<file path="src/rtl/phase_speed_avg_if.sv">
// rtl/phase_speed_avg_if.sv - phase beat input and speed result bundle for phase_speed_avg
interface phase_speed_avg_if #(
    parameter int NCH     = 2,
    parameter int PHASE_W = 19,
    parameter int SPEED_W = 16
);
    logic                     in_valid;
    logic                     in_ready;
    logic [NCH*PHASE_W-1:0]   phase;
    logic [3:0]               meanlen;
    logic [NCH*SPEED_W-1:0]   speed;
    logic                     out_valid;
    logic [NCH-1:0]           sat;

    modport master (
        output in_valid, phase, meanlen,
        input  in_ready, speed, out_valid, sat
    );

    modport slave (
        input  in_valid, phase, meanlen,
        output in_ready, speed, out_valid, sat
    );
endinterface

</file>
<file path="src/rtl/phase_speed_avg.sv">
// rtl/phase_speed_avg.sv - multi-channel windowed phase average scaled and saturated to speed
module phase_speed_avg #(
    parameter int NCH     = 2,
    parameter int PHASE_W = 19,
    parameter int SPEED_W = 16,
    parameter int MAXLOG  = 11,
    parameter int SCALE   = 18026,
    parameter int SHIFT   = 17
) (
    input  logic            clock,
    input  logic            reset,
    phase_speed_avg_if.slave bus
);
    localparam int AW = PHASE_W + MAXLOG;
    localparam int PW = PHASE_W + 18;
    localparam int CW = MAXLOG + 1;

    localparam logic signed [PW-1:0] SCALE_S = PW'(SCALE);
    localparam logic signed [PW-1:0] SMAX    = PW'((1 << (SPEED_W - 1)) - 1);
    localparam logic signed [PW-1:0] SMIN    = ~SMAX;

    typedef enum logic [1:0] {S_IDLE, S_ACC, S_MUL, S_OUT} state_t;

    state_t state, state_next;

    logic [CW-1:0]              cnt;
    logic [3:0]                 len;
    logic signed [AW-1:0]       acc  [NCH];
    logic signed [PW-1:0]       prod [NCH];
    logic [NCH*SPEED_W-1:0]     speed_q;
    logic [NCH-1:0]             sat_q;
    logic                       out_valid_q;
    logic                       in_ready_q;

    logic                       accept;
    logic                       last_beat;
    logic                       start_win;
    logic [3:0]                 len_next;
    logic signed [PHASE_W-1:0]  ph   [NCH];
    logic signed [PHASE_W-1:0]  avg  [NCH];
    logic signed [PW-1:0]       mul  [NCH];
    logic signed [PW-1:0]       q    [NCH];
    logic [NCH*SPEED_W-1:0]     spd_next;
    logic [NCH-1:0]             sat_next;

    assign accept    = bus.in_valid && in_ready_q;
    assign last_beat = accept && (cnt == CW'(1));
    assign len_next  = (bus.meanlen > 4'(MAXLOG)) ? 4'(MAXLOG) : bus.meanlen;
    // a window starts on every entry into ACC, from IDLE after reset or from OUT
    assign start_win = (state_next == S_ACC) && (state != S_ACC);

    assign bus.in_ready  = in_ready_q;
    assign bus.out_valid = out_valid_q;
    assign bus.speed     = speed_q;
    assign bus.sat       = sat_q;

    always_comb begin
        state_next = state;
        case (state)
            S_IDLE:  state_next = S_ACC;
            S_ACC:   if (last_beat) state_next = S_MUL;
            S_MUL:   state_next = S_OUT;
            S_OUT:   state_next = S_ACC;
            default: state_next = S_IDLE;
        endcase
    end

    always_comb begin
        spd_next = '0;
        sat_next = '0;
        for (int c = 0; c < NCH; c++) begin
            ph[c]  = bus.phase[c*PHASE_W +: PHASE_W];
            // the mean of PHASE_W-bit samples always fits back into PHASE_W bits
            avg[c] = PHASE_W'(acc[c] >>> len);
            mul[c] = PW'(avg[c]) * SCALE_S;
            q[c]   = prod[c] >>> SHIFT;
            if (q[c] > SMAX) begin
                spd_next[c*SPEED_W +: SPEED_W] = SMAX[SPEED_W-1:0];
                sat_next[c] = 1'b1;
            end else if (q[c] < SMIN) begin
                spd_next[c*SPEED_W +: SPEED_W] = SMIN[SPEED_W-1:0];
                sat_next[c] = 1'b1;
            end else begin
                spd_next[c*SPEED_W +: SPEED_W] = q[c][SPEED_W-1:0];
            end
        end
    end

    always_ff @(posedge clock) begin
        if (reset) begin
            state       <= S_IDLE;
            cnt         <= '0;
            len         <= '0;
            speed_q     <= '0;
            sat_q       <= '0;
            out_valid_q <= 1'b0;
            in_ready_q  <= 1'b0;
            for (int c = 0; c < NCH; c++) begin
                acc[c]  <= '0;
                prod[c] <= '0;
            end
        end else begin
            state       <= state_next;
            in_ready_q  <= (state_next == S_ACC);
            out_valid_q <= (state == S_OUT);
            if (start_win) begin
                len <= len_next;
                cnt <= CW'(1) << len_next;
                for (int c = 0; c < NCH; c++) acc[c] <= '0;
            end else if (accept) begin
                cnt <= cnt - CW'(1);
                for (int c = 0; c < NCH; c++) acc[c] <= acc[c] + AW'(ph[c]);
            end
            if (state == S_MUL) begin
                for (int c = 0; c < NCH; c++) prod[c] <= mul[c];
            end
            if (state == S_OUT) begin
                speed_q <= spd_next;
                sat_q   <= sat_next;
            end
        end
    end
endmodule
</file>
<file path="src/flat_wrapper.sv">
// flat-port wrapper written by rule: the top's interface ports become plain ports
module phase_speed_avg_flat 
#(
    parameter int NCH     = 2,
    parameter int PHASE_W = 19,
    parameter int SPEED_W = 16,
    parameter int MAXLOG  = 11,
    parameter int SCALE   = 18026,
    parameter int SHIFT   = 17
)
  (clock, reset, bus_in_valid, bus_phase, bus_meanlen, bus_in_ready, bus_speed, bus_out_valid, bus_sat);
  phase_speed_avg_if #(.NCH(NCH), .PHASE_W(PHASE_W), .SPEED_W(SPEED_W)) bus_i ();
  input  logic clock;
  input  logic reset;
  input wire logic [$bits(bus_i.in_valid)-1:0] bus_in_valid;
  input wire logic [$bits(bus_i.phase)-1:0] bus_phase;
  input wire logic [$bits(bus_i.meanlen)-1:0] bus_meanlen;
  output wire logic [$bits(bus_i.in_ready)-1:0] bus_in_ready;
  output wire logic [$bits(bus_i.speed)-1:0] bus_speed;
  output wire logic [$bits(bus_i.out_valid)-1:0] bus_out_valid;
  output wire logic [$bits(bus_i.sat)-1:0] bus_sat;
  assign bus_i.in_valid = bus_in_valid;
  assign bus_i.phase = bus_phase;
  assign bus_i.meanlen = bus_meanlen;
  assign bus_in_ready = bus_i.in_ready;
  assign bus_speed = bus_i.speed;
  assign bus_out_valid = bus_i.out_valid;
  assign bus_sat = bus_i.sat;
  phase_speed_avg #(.NCH(NCH), .PHASE_W(PHASE_W), .SPEED_W(SPEED_W), .MAXLOG(MAXLOG), .SCALE(SCALE), .SHIFT(SHIFT)) u_core (.clock(clock), .reset(reset), .bus(bus_i));
endmodule
</file>
<file path="config.mk">
export PLATFORM = sky130hd
export DESIGN_NAME = phase_speed_avg_flat
export DESIGN_NICKNAME = d
export VERILOG_FILES = /design/src/rtl/phase_speed_avg_if.sv /design/src/rtl/phase_speed_avg.sv /design/src/flat_wrapper.sv
export SDC_FILE = /design/constraint.sdc
export NUM_CORES = 1
export LEC_CHECK = 0
export ABC_AREA = 1
export BUFFER_PORTS_ARGS = -buffer_cell sky130_fd_sc_hd__buf_2
export CAP_MARGIN = 20
export CORE_UTILIZATION = 45
export DETAILED_ROUTE_END_ITERATION = 10
export GPL_ROUTABILITY_DRIVEN = 1
export SLEW_MARGIN = 40
export SYNTH_ARGS = -nofsm -noshare
export SYNTH_HDL_FRONTEND = slang
export SYNTH_SLANG_ARGS = --single-unit
</file>
<file path="constraint.sdc">
create_clock -name clock -period 6.4 [get_ports clock]
set_clock_uncertainty 0.05 [all_clocks]
set_input_delay 0.64 -clock clock [delete_from_list [all_inputs] [get_ports clock]]
set_output_delay 0.64 -clock clock [all_outputs]
set_load 0.01 [all_outputs]
</file>
# == After elaboration in Yosys (flattened, before gate mapping) ==
# Memories as Yosys holds them, arrays and structs flattened.
# Index checks and enable logic that the tools add are counted.
# word_totals
register_bits,54
latchBits,0
ramBits,132
rom_bits,0
inputBits,45
output_inout_bits,36
wordCells,71
n_memories,2
# op_classes
n_addsub,3
multipliers,2
div_mod_pow,0
order_cmp,5
eq_ne,6
n_shift,3
muxes,31
bitwise,6
reduce_logical,6
# memory_table
name,words,width,read_ports,rd_clocked_by_memory_dff,wr,line,source
u_core.prod,2,36,2,0,2,phase_speed_avg.sv:29,logic signed [PW-1:0] prod [NCH];
u_core.acc,2,30,2,0,2,phase_speed_avg.sv:28,logic signed [AW-1:0] acc [NCH];
# op_table
cell,count
$mux W30,4
$mux W36,2
$mul A19 B15 Y34 const B,2
$mux W16,4
$add A30 B19 Y30,2
$sshr A30 B4 Y19,2
$gt A20 B16 Y1 const B,2
$lt A20 B16 Y1 const B,2
$mux W12,2
$mux W1,16
$eq A12 B1 Y1 const B,1
$shl A1 B4 Y12 const A,1
$sub A12 B1 Y12 const B,1
$or A1 B1 Y1,6
$pmux W2 S3,1
$eq A2 B1 Y1 const B,2
$eq A2 B2 Y1 const B,2
$gt A4 B4 Y1 const B,1
$mux W4,1
$logic_and A1 B1 Y1,3
$logic_not A2 Y1,1
$mux W2,1
$ne A2 B1 Y1 const B,1
$reduce_bool A2 Y1,1
$reduce_or A2 Y1,1

# == Logic depth before layout (Yosys ltp) ==
# logic_depth
ltp_word,11
mapped_depth,35
depth_no_buf,32

# == Worst setup path before layout ==
# Ideal clock, no wire load.
# synth_timing
kind,flip-flop to flip-flop
start,reg u_core.len[2]
end,mem u_core.prod[0][65] (netlist name) (data pin)
setup_ps,260
t_arrival_ps,5962
required_time_ps,6090
path_slack_ps,129
path_stages_with_launch,29
n_path_buf,4
synth_period_minus_slack_ps,6271
cell_sequence,dfxtp_1 -> inv_1 -> buf_2 -> clkbuf_1 -> clkbuf_1 -> buf_2 -> a31oi_1 -> o21ai_0 -> ha_1 -> inv_1 -> fa_1 -> inv_1 -> ha_1 -> fa_1 -> fa_1 -> inv_1 -> fa_1 -> inv_1 -> ha_1 -> a21oi_1 -> inv_1 -> a31oi_1 -> o21ai_0 -> a21oi_1 -> o21ai_1 -> nand2_1 -> nand2_1 -> o21ai_0 -> a21oi_1
# synth_rtl
item,line,source
from (decl),phase_speed_avg.sv:27,logic [3:0] len;
from (signal assigned),phase_speed_avg.sv:107,len <= len_next;
to (decl),phase_speed_avg.sv:29,

==> reports/qor.yml <==
run_status: "finished, violations left"
violations: "design-rule violations"
drt_wl_total_mm: 54.15
cts_buffers: 17
hold_path_class: "reg2reg"
synth_area_per_cell_um2: 7.450
place_congestion: 0.9597
timing.fmax_mhz: 164.2
cts_tree: "done"
grt_pass1_wl_mm: 90.89
grt_max_degree: 50
holdWs_ns: 0.4124
synth_flop_cell: "edfxtp_1"
syn_inst: 2869
grt_usage_pct: 23.30
viasPerCell: 5.215
first_global_vias: 18774
port_buffers: 80
coreArea_um2: 46650
min_period_ns: 6.092
vias: 18785
seq_area_um2: 3970
num_antenna_cells: 0
antenna_left: 0
path_class: "reg2reg"
wl_per_cell_um: 15.03
drive_gt1_share_pct: 9.015
yosys.area.top_type: "ha_1"
fp.dieW_um: 219.9
clk_pin_slew_worst_paths_ns: 0.06
dp_hpwl_mm: 45.35
area_growth_pct: 10.91
worstPathRequired_ns: 6.56
synth_common_cells: "nand2_1, inv_1, ha_1"
drt_iter0_markers: 957
drc: 18
setup_viol: 0
synth_cell_types: 58
cts_buffer_depth: 2
final_nets: 3502
start_kind: "flip-flop"
finalHoldViolations: 0
synth_edf_count: 96
yosys.area.top_type_share_pct: 17.97
cts-root-buf: "clkbuf_16"
cp_max_fo: 31
ys_warn_count: 0
maxCapViolCount: 0
critPathArrivalTime_ns: 6.25
syn_area_um2: 21370
start_util_pct: 45.81
die_h_um: 219.9
synthArstFlopShare_pct: 0
tightest_slew_ns: 0.8347
io_pins: 81
fill_cells: 4617
final-max-slew-violation-count: 0
end_kind: "flip-flop"
synth.most_common_cell: "nand2_1"
multi_input_area_um2: 15330
slew_headroom_pct: 44.29
ys_ff_latch: 150
clk_latency_ns: 0.46
antenna_found_initial: 0
dieArea_um2: 48370
cts_max_level: 4
clock-sinks: 150
synth_area_leaders: "ha_1, fa_1, edfxtp_1"
drtPass1Iterations: 8
yosysSeqAreaShare_pct: 18.55
rows: 79
utilization_pct: 50.81
gr-total-overflow: 0
fin_crit_sh_pct: 95.18
==> routing by layer <==
layer | track usage [%] | part of all wire, % | vias up | wire, um
met5 | 0 | 0 | - | 0
met4 | 6.299 | 1.7 | 0 | 937
met3 | 3.147 | 3.9 | 64 | 2131
met2 | 38.06 | 45 | 365 | 24140
met1 | 32.13 | 50 | 8663 | 26940
li1 | - | - | 9693 | -
==> repair_timing <==
item | in CTS | in global routing
endpoints found under the hold margin | 0 | 0
setup endpoints to repair | 0 | 36
resized for setup | 0 | 76
buffers inserted | 0 | 9
hold buffers | 0 | 0
==> worst max-delay path, stage by stage (launching register included) <==
cell and delay, ns:
dfxtp_4 0.40, buf_12 0.19, or2_2 0.14, o21ai_2 0.06, o21ai_1 0.19, nand2_1 0.07
o21ai_0 0.08, inv_1 0.08, buf_4 0.14, o21ai_2 0.25, buf_4 0.22, ha_1 0.24
ha_1 0.29, ha_1 0.31, fa_1 0.47, fa_1 0.56, inv_1 0.06, fa_1 0.50
inv_1 0.04, ha_1 0.37, a21oi_1 0.18, inv_1 0.07, a31oi_1 0.21, o21ai_0 0.12
a21oi_1 0.12, o21ai_1 0.11, buf_4 0.15, o21a_1 0.17
==> metrics by stage <==
stage | TNS, ns | setup slack, ns | std cells | cell area (um2)
3_5_place_dp | 0 | 0.05861 | 3561 | 22790
4_1_cts | 0 | 0.02680 | 3593 | 23420
2_1_floorplan | 0 | 0.1288 | 2870 | 21380
6_report | 0 | 0.3084 | 3602 | 23710
5_1_grt | -0.02250 | -0.01016 | 3602 | 23710
3_3_place_gp | 0 | 0.07518 | 3559 | 22760
==> placed cells by master, fill, tap and decap left out, drive strengths merged, types with 3 or more instances in the layout <==
cell / instances
o221ai: 4
ha: 307
a31oi: 23
clkinv: 5
and2: 3
a21o: 13
o22ai: 4
mux2i: 7
nor3: 27
nand4: 9
buf: 159
o21a: 24
nor4: 6
dfxtp: 54
nand3: 145
o21bai: 4
or2: 5
nor2: 205
o211ai: 11
a21oi: 297
a211oi: 7
o31ai: 3
edfxtp: 96
clkbuf: 22
o21ai: 266
xor2: 20
xnor2: 10
bufinv: 3
fa: 168
clkinvlp: 3
nand2: 547
inv: 517
==> logic make-up (layout without fill, tap and decap cells) <==
group / after synthesis / after routing / share of synthesized area (%)
other: 1 / 2 / 0.01755
adders and majority gates: 475 / 475 / 33.71
AOI/OAI and AO/OA: 671 / 671 / 17.02
buffers and inverters: 584 / 709 / 10.71
xor gates and xnor gates: 30 / 30 / 1.229
and+or+nand+nor: 951 / 951 / 18.44
DFF: 150 / 150 / 18.55
muxes: 7 / 7 / 0.3278
==> state kept, by name, summed over array words and instances (netlist names) <==
name	count
u_core.bus.sat	2
u_core.acc	60
u_core.bus.in_ready	1
u_core.prod	36
u_core.bus.speed	32
u_core.bus.out_valid	1
u_core.len	4
u_core.cnt	12
u_core.state	2
==> final cells by class <==
| type | count | area share, % |
|---|---|---|
| timing repair buffer | 159 | 4.476 |
| inverter | 518 | 8.250 |
| tap | 607 | 3.204 |
| clock buffer | 22 | 2.053 |
| sequential | 150 | 16.75 |
| multi-input combinational | 2136 | 64.67 |
| clock inverter | 10 | 0.5964 |
==> path summary, 6_finish.rpt <==
path / from / to / slack [ns] / cells after the start
min: u_core.bus.speed[6]$_SDFFE_PP0P_ / u_core.bus.speed[6]$_SDFFE_PP0P_ / 0.41 / 2
min reg2reg: u_core.bus.speed[6]$_SDFFE_PP0P_ / u_core.bus.speed[6]$_SDFFE_PP0P_ / 0.41 / 2
max reg2reg: u_core.len[0]$_SDFFE_PP0P_ / u_core.prod[0][57]$_SDFFCE_PN0P_ / 0.31 / 27
max: u_core.len[0]$_SDFFE_PP0P_ / u_core.prod[0][57]$_SDFFCE_PN0P_ / 0.31 / 27
Power is not shown: default switching activity piles up to over one toggle a cycle in this logic, so the estimate is an artifact.
